<file path="src/rtl/dat_block_sequencer_if.sv">
// dat_block_sequencer_if: host/FIFO/dat_phys handshake bundle for the DAT block sequencer.
interface dat_block_sequencer_if #(
    parameter int BLOCK_W = 4,
    parameter int TO_W    = 16
);
    logic               start;
    logic [BLOCK_W-1:0] blocks;
    logic               write_read;
    logic               multiple;
    logic [TO_W-1:0]    timeout_reg;
    logic               abort;
    logic               fifo_ready;
    logic               phys_complete;
    logic               phys_crc_ok;
    logic               phys_strobe;
    logic               phys_ack;
    logic               phys_idle;
    logic               phys_write;
    logic               busy;
    logic [BLOCK_W-1:0] blocks_done;
    logic               transfer_done;
    logic               timeout_err;
    logic               crc_err;
    logic               aborted;

    modport master (
        output start, blocks, write_read, multiple, timeout_reg, abort, fifo_ready,
               phys_complete, phys_crc_ok,
        input  phys_strobe, phys_ack, phys_idle, phys_write, busy, blocks_done,
               transfer_done, timeout_err, crc_err, aborted
    );
    modport slave (
        input  start, blocks, write_read, multiple, timeout_reg, abort, fifo_ready,
               phys_complete, phys_crc_ok,
        output phys_strobe, phys_ack, phys_idle, phys_write, busy, blocks_done,
               transfer_done, timeout_err, crc_err, aborted
    );
endinterface

</file>
<file path="src/rtl/dat_block_sequencer.sv">
// dat_block_sequencer: sequences single/multi-block DAT transfers through dat_phys with timeout, CRC check and inter-block gap.
module dat_block_sequencer #(
    parameter int BLOCK_W    = 4,
    parameter int TO_W       = 16,
    parameter int GAP_CYCLES = 2
) (
    input logic sd_clock,
    input logic reset,
    dat_block_sequencer_if.slave bus
);
    localparam int GAP_W = GAP_CYCLES > 1 ? $clog2(GAP_CYCLES) : 1;

    typedef enum logic [2:0] {IDLE, WAIT_FIFO, STROBE, TRANSFER, CHECK, GAP, DONE, ERROR} state_t;

    state_t             state_q;
    logic [TO_W-1:0]    cnt_q, to_q;
    logic [GAP_W-1:0]   gap_q;
    logic [BLOCK_W-1:0] eff_q, blocks_done_q, blocks_done_d;
    logic               write_q, crc_q;
    logic               strobe_q, ack_q, idle_q, done_q;
    logic               timeout_err_q, crc_err_q, aborted_q;

    assign blocks_done_d = blocks_done_q + BLOCK_W'(1);

    always_ff @(posedge sd_clock) begin
        if (reset) begin
            state_q       <= IDLE;
            cnt_q         <= '0;
            to_q          <= '0;
            gap_q         <= '0;
            eff_q         <= '0;
            blocks_done_q <= '0;
            write_q       <= 1'b0;
            crc_q         <= 1'b0;
            strobe_q      <= 1'b0;
            ack_q         <= 1'b0;
            idle_q        <= 1'b0;
            done_q        <= 1'b0;
            timeout_err_q <= 1'b0;
            crc_err_q     <= 1'b0;
            aborted_q     <= 1'b0;
        end else begin
            strobe_q <= 1'b0;
            ack_q    <= 1'b0;
            idle_q   <= 1'b0;
            done_q   <= 1'b0;
            if (bus.abort && state_q != IDLE) begin
                state_q   <= IDLE;
                aborted_q <= 1'b1;
                idle_q    <= 1'b1;
            end else begin
                case (state_q)
                    IDLE: if (bus.start) begin
                        blocks_done_q <= '0;
                        timeout_err_q <= 1'b0;
                        crc_err_q     <= 1'b0;
                        aborted_q     <= 1'b0;
                        write_q       <= bus.write_read;
                        to_q          <= bus.timeout_reg;
                        eff_q         <= bus.multiple ? bus.blocks : BLOCK_W'(1);
                        state_q       <= (bus.multiple && bus.blocks == '0) ? DONE : WAIT_FIFO;
                    end
                    WAIT_FIFO: begin
                        cnt_q <= '0;
                        if (bus.fifo_ready) begin
                            state_q  <= STROBE;
                            strobe_q <= 1'b1;
                        end
                    end
                    STROBE: begin
                        cnt_q   <= '0;
                        state_q <= TRANSFER;
                    end
                    // completion takes priority over a timeout expiring in the same cycle
                    TRANSFER: if (bus.phys_complete) begin
                        crc_q   <= bus.phys_crc_ok;
                        state_q <= CHECK;
                    end else if (to_q != '0 && cnt_q == to_q - TO_W'(1)) begin
                        timeout_err_q <= 1'b1;
                        idle_q        <= 1'b1;
                        state_q       <= ERROR;
                    end else begin
                        cnt_q <= cnt_q + TO_W'(1);
                    end
                    CHECK: if (!crc_q) begin
                        crc_err_q <= 1'b1;
                        idle_q    <= 1'b1;
                        state_q   <= ERROR;
                    end else begin
                        ack_q         <= 1'b1;
                        blocks_done_q <= blocks_done_d;
                        idle_q        <= blocks_done_d != eff_q;
                        gap_q         <= GAP_W'(GAP_CYCLES - 1);
                        state_q       <= blocks_done_d == eff_q ? DONE : GAP;
                    end
                    GAP: if (gap_q == '0) begin
                        state_q <= WAIT_FIFO;
                    end else begin
                        gap_q  <= gap_q - GAP_W'(1);
                        idle_q <= 1'b1;
                    end
                    DONE: begin
                        done_q  <= 1'b1;
                        state_q <= IDLE;
                    end
                    ERROR: state_q <= IDLE;
                endcase
            end
        end
    end

    assign bus.phys_strobe   = strobe_q;
    assign bus.phys_ack      = ack_q;
    assign bus.phys_idle     = idle_q;
    assign bus.phys_write    = write_q;
    assign bus.busy          = state_q != IDLE;
    assign bus.blocks_done   = blocks_done_q;
    assign bus.transfer_done = done_q;
    assign bus.timeout_err   = timeout_err_q;
    assign bus.crc_err       = crc_err_q;
    assign bus.aborted       = aborted_q;
endmodule

</file>
<file path="src/flat_wrapper.sv">
// flat-port wrapper written by rule: the top's interface ports become plain ports
module dat_block_sequencer_flat 
#(
    parameter int BLOCK_W    = 4,
    parameter int TO_W       = 16,
    parameter int GAP_CYCLES = 2
)
  (sd_clock, reset, bus_start, bus_blocks, bus_write_read, bus_multiple, bus_timeout_reg, bus_abort, bus_fifo_ready, bus_phys_complete, bus_phys_crc_ok, bus_phys_strobe, bus_phys_ack, bus_phys_idle, bus_phys_write, bus_busy, bus_blocks_done, bus_transfer_done, bus_timeout_err, bus_crc_err, bus_aborted);
  dat_block_sequencer_if #(.BLOCK_W(BLOCK_W), .TO_W(TO_W)) bus_i ();
  input logic sd_clock;
  input logic reset;
  input wire logic [$bits(bus_i.start)-1:0] bus_start;
  input wire logic [$bits(bus_i.blocks)-1:0] bus_blocks;
  input wire logic [$bits(bus_i.write_read)-1:0] bus_write_read;
  input wire logic [$bits(bus_i.multiple)-1:0] bus_multiple;
  input wire logic [$bits(bus_i.timeout_reg)-1:0] bus_timeout_reg;
  input wire logic [$bits(bus_i.abort)-1:0] bus_abort;
  input wire logic [$bits(bus_i.fifo_ready)-1:0] bus_fifo_ready;
  input wire logic [$bits(bus_i.phys_complete)-1:0] bus_phys_complete;
  input wire logic [$bits(bus_i.phys_crc_ok)-1:0] bus_phys_crc_ok;
  output wire logic [$bits(bus_i.phys_strobe)-1:0] bus_phys_strobe;
  output wire logic [$bits(bus_i.phys_ack)-1:0] bus_phys_ack;
  output wire logic [$bits(bus_i.phys_idle)-1:0] bus_phys_idle;
  output wire logic [$bits(bus_i.phys_write)-1:0] bus_phys_write;
  output wire logic [$bits(bus_i.busy)-1:0] bus_busy;
  output wire logic [$bits(bus_i.blocks_done)-1:0] bus_blocks_done;
  output wire logic [$bits(bus_i.transfer_done)-1:0] bus_transfer_done;
  output wire logic [$bits(bus_i.timeout_err)-1:0] bus_timeout_err;
  output wire logic [$bits(bus_i.crc_err)-1:0] bus_crc_err;
  output wire logic [$bits(bus_i.aborted)-1:0] bus_aborted;
  assign bus_i.start = bus_start;
  assign bus_i.blocks = bus_blocks;
  assign bus_i.write_read = bus_write_read;
  assign bus_i.multiple = bus_multiple;
  assign bus_i.timeout_reg = bus_timeout_reg;
  assign bus_i.abort = bus_abort;
  assign bus_i.fifo_ready = bus_fifo_ready;
  assign bus_i.phys_complete = bus_phys_complete;
  assign bus_i.phys_crc_ok = bus_phys_crc_ok;
  assign bus_phys_strobe = bus_i.phys_strobe;
  assign bus_phys_ack = bus_i.phys_ack;
  assign bus_phys_idle = bus_i.phys_idle;
  assign bus_phys_write = bus_i.phys_write;
  assign bus_busy = bus_i.busy;
  assign bus_blocks_done = bus_i.blocks_done;
  assign bus_transfer_done = bus_i.transfer_done;
  assign bus_timeout_err = bus_i.timeout_err;
  assign bus_crc_err = bus_i.crc_err;
  assign bus_aborted = bus_i.aborted;
  dat_block_sequencer #(.BLOCK_W(BLOCK_W), .TO_W(TO_W), .GAP_CYCLES(GAP_CYCLES)) u_core (.sd_clock(sd_clock), .reset(reset), .bus(bus_i));
endmodule
</file>
<file path="config.mk">
export PLATFORM = sky130hd
export DESIGN_NAME = dat_block_sequencer_flat
export DESIGN_NICKNAME = d
export VERILOG_FILES = /design/src/rtl/dat_block_sequencer_if.sv /design/src/rtl/dat_block_sequencer.sv /design/src/flat_wrapper.sv
export SDC_FILE = /design/constraint.sdc
export NUM_CORES = 1
export LEC_CHECK = 0
export CAP_MARGIN = 20
export CORE_AREA = 2 2 115 72
export CTS_CLUSTER_DIAMETER = 80
export DETAILED_ROUTE_END_ITERATION = 6
export DIE_AREA = 0 0 117 74
export PLACE_DENSITY = 0.62
export SLEW_MARGIN = 20
export SYNTH_ARGS = -nofsm -noshare
export SYNTH_HDL_FRONTEND = slang
export SYNTH_SLANG_ARGS = --single-unit
</file>
<file path="constraint.sdc">
create_clock -name sd_clock -period 2.9 [get_ports sd_clock]
set_clock_uncertainty 0.2 [all_clocks]
set_input_delay 0.29 -clock sd_clock [delete_from_list [all_inputs] [get_ports sd_clock]]
set_output_delay 0.29 -clock sd_clock [all_outputs]
set_load 0.03 [all_outputs]
</file>
==> impl_metrics.sql <==
INSERT INTO impl_metrics (metric_group, metric, value, unit) VALUES
('setup_path', 'slowest_delay', '360', 'ps'),
('setup_path', 'timing.critical_path.cells', 'nor4_4 -> nand4_2 -> mux2_4 -> a311oi_4 -> nor4_4 -> buf_6 -> a211o_4 -> or3_4 -> a21oi_2', ''),
('worst_hold_path', 'worst_hold_startpoint', 'u_core.eff_q[2]', ''),
('sta', 'max_slew.worst_pin.slew', '516', 'ps'),
('cts', 'cts_root_buf', 'sky130_fd_sc_hd__clkbuf_16', ''),
('setup_path', 'reg2reg_setup_slack', '80', 'ps'),
('die', 'fp.dieH', '74', 'um'),
('pwr', 'power_frac_clock', '32.1', '%'),
('die', 'die_x', '117', 'um'),
('yosys', 'synth_simple_gate_area_share', '33.2', '%'),
('detailed_routing', 'drc_errors', '0', ''),
('sta', 'fin_setup_tns', '0', 'ps'),
('place', 'dpl.hpwl', '6280', 'um'),
('pwr', 'report.power.total', '1960', 'uW'),
('yosys', 'synth_xor_area_share', '8.82', '%'),
('sta', 'setup-violations-final', '0', ''),
('yosys', 'synth_compound_gate_area_share', '16.0', '%'),
('finish', 'finalNetCount', '480', ''),
('yosys', 'mappedNetlistNets', '424', ''),
('yosys', 'post_synth_inst_count', '391', ''),
('status', 'result_of_the_run', 'complete, no violations', ''),
('setup_path', 'timing.critical_path.slowest_stage_cell', 'sky130_fd_sc_hd__a211o_4', ''),
('die', 'fp.coreArea', '7660', 'um2'),
('grt', 'initial_antenna_violation_count', '0', ''),
('pwr', 'netSwitchingPower', '586', 'uW'),
('sta', 'hold_viol_final', '0', ''),
('setup_path', 'critical_path.endpoint_type', 'flip-flop', ''),
('pwr', 'seqPwrFrac', '40.8', '%'),
('die', 'fp.dieArea', '8660', 'um2'),
('sta', 'layout_worst_path_cycle_share', '97.1', '%'),
('detailed_routing', 'drt-vias-per-instance', '5.22', ''),
('sta', 'relSlewSlack', '65.6', '%'),
('finish', 'filler_cell_count_in_the_final_layout', '768', ''),
('place', 'place_congestion', '0.881', ''),
('yosys', 'synth_top_cell_area_share', '35.0', '%'),
('detailed_routing', 'drt_first_iter_violations', '166', ''),
('yosys', 'yosys-top-cells-area', 'sky130_fd_sc_hd__dfxtp_1 35%, sky130_fd_sc_hd__nand2_1 7.8%, sky130_fd_sc_hd__a21oi_1 6.8%', ''),
('job', 'timing.max_cap.violations', '0', ''),
('finish', 'multiInputGateArea', '2000', 'um2'),
('yosys', 'yosys_register_bits', '53', ''),
('grt', 'grt_pass1_wl', '13700', 'um'),
('yosys', 'synth_enable_flop_cells', '0', ''),
('cts', 'clock_tree.htree_level_count', '2', ''),
('detailed_routing', 'detailedRoute.firstPassIterationCount', '4', ''),
('pwr', 'vdd.ir_drop.worst', '259', 'uV'),
('finish', 'antenna_cells_inserted', '0', ''),
('yosys', 'combinational_family_with_the_most_area_after_synthesis', 'simple AND/OR/NAND/NOR gates', ''),
('setup_path', 'worst_setup_path_startpoint', 'u_core.to_q[5]', ''),
('die', 'boundaryPins', '42', ''),
('die', 'initial_utilization', '39.6', '%'),
('grt', 'globalRouteOverflowTotal', '0', ''),
('setup_path', 'critical_path_arrival', '2840', 'ps'),
('detailed_routing', 'drt_wl_total', '8360', 'um'),
('yosys', 'synthDistinctLibCells', '46', ''),
('setup_path', 'r2r-start', 'u_core.to_q[5]', ''),
('setup_path', 'launching_element_type_of_the_critical_path', 'flip-flop', ''),
('cts', 'cts_tree', 'done', ''),
('pwr', 'netSwitchingFraction', '30.0', '%'),
('cts', 'clkSlewWorstSetupHoldPaths', '70', 'ps'),
('setup_path', 'worst-endpoint-required', '2920', 'ps'),
('sta', 'slew_violations', '0', ''),
('cts', 'worst_skew_pair.late_latency', '290', 'ps'),
('sta', 'fmaxAchievable', '0.355', 'GHz'),
('finish', 'layout.cells.most_common_list', '63 x sky130_fd_sc_hd__nand2_1, 49 x sky130_fd_sc_hd__dfxtp_1, 41 x sky130_fd_sc_hd__clkdlybuf4s50_1', ''),
('yosys', 'syn_avg_cell_area', '7.76', 'um2'),
('finish', 'areaGrowthSynthToFinish', '31.6', '%'),
('worst_hold_path', 'timing.hold.worst.class', 'flip-flop to flip-flop', ''),
('setup_path', 'path_class', 'flip-flop to flip-flop', ''),
('finish', 'drive_gt1_share', '15.0', '%'),
('yosys', 'postSynth.asyncResetShare', '0', '%'),
('cts', 'numClockSinks', '53', '');
through the flow:
step	utilization (%)	hold WS, ps	cells	setup WS (ps)	instance area, um2
after global placement	48.0	245	543	32.5	3670
after detailed placement	48.0	261	543	-38.9	3670
after floorplan	-	208	391	97.4	3040
after CTS	50.3	270	551	6.34	3850
after global routing	52.1	300	556	-6.02	3990
final	52.1	272	556	83.2	3990
state kept, by name, indices dropped and copies added, names as in the netlist:
signal                    count
u_core.bus.crc_err            1
u_core.gap_q                  1
u_core.state_q                3
u_core.bus.phys_idle          1
u_core.bus.aborted            1
u_core.bus.phys_write         1
u_core.bus.phys_strobe        1
u_core.to_q                  16
u_core.cnt_q                 16
u_core.crc_q                  1
u_core.eff_q                  4
u_core.bus.phys_ack           1
u_core.bus.timeout_err        1
u_core.bus.transfer_done      1
u_core.bus.blocks_done        4
cell usage after synthesis, drive strengths merged (3+ instances only):
cell type / count
o21ai: 13
a2111oi: 4
nand4: 7
or3: 6
xnor2: 20
and2: 4
nor4: 7
inv: 9
or2: 3
nand3: 15
clkbuf: 16
mux2: 3
a21oi: 41
ha: 4
nand3b: 5
nor2b: 7
nand2b: 6
nor3: 13
dfxtp: 53
and3b: 3
xor2: 8
a21o: 5
a31oi: 6
and3: 4
nor2: 38
nand2: 63
mux2i: 3
or4: 3
a211oi: 4
per-layer routing:
layer  vias to the layer above  GRT usage, %  share of wire (%)
li1                       1487             -                  -
met1                      1344          33.2                 55
met2                        65          27.1                 38
met3                         6          4.73                5.9
met4                         0          3.79               0.61
met5                         -             0                  0
kinds of logic after synthesis:
| group | Yosys count |
|---|---|
| mux | 6 |
| buf+inv | 26 |
| fa+ha+maj | 4 |
| compound gates | 81 |
| xor+xnor | 29 |
| flops | 53 |
| simple gates | 192 |
critical path: cells and delay by family, from the launching register on:
family,cells,cell delay [ps]
buffers and inverters,1,150
AND/OR/NAND/NOR,4,920
AO/OA/AOI/OAI,3,770
flip-flops,1,350
multiplexers,1,340
path summary, 6_finish.rpt:
check / end / cells after the start
min reg2reg: u_core.eff_q[2] / 2
min: u_core.eff_q[2] / 2
max reg2reg: u_core.cnt_q[7] / 9
max: u_core.cnt_q[7] / 9
layout make-up:
type / instances / area share (%)
well taps: 108 / 3.38
flip-flops and latches: 53 / 26.8
clock inverters: 1 / 0.125
clock buffers: 7 / 3.82
inverters: 9 / 0.846
repair buffers: 66 / 15.1
multi-input cells: 312 / 50.0
repair_timing:
| item | in CTS | in global routing |
|---|---|---|
| pin swaps | 2 | 6 |
| gates cloned | 0 | 0 |
| endpoints found under the setup margin | 4 | 17 |
| buffers inserted | 0 | 5 |
| gates resized for setup | 3 | 23 |
| hold buffers | 0 | 0 |
power groups by stage:
stage	Clock, uW	Combinational, uW	Sequential, uW
floorplan	0	316	808
global placement	0	472	809
detailed placement	0	478	810
CTS	641	487	794
global route	675	582	803
finish	629	530	798
(Power assumes the default switching activity.)
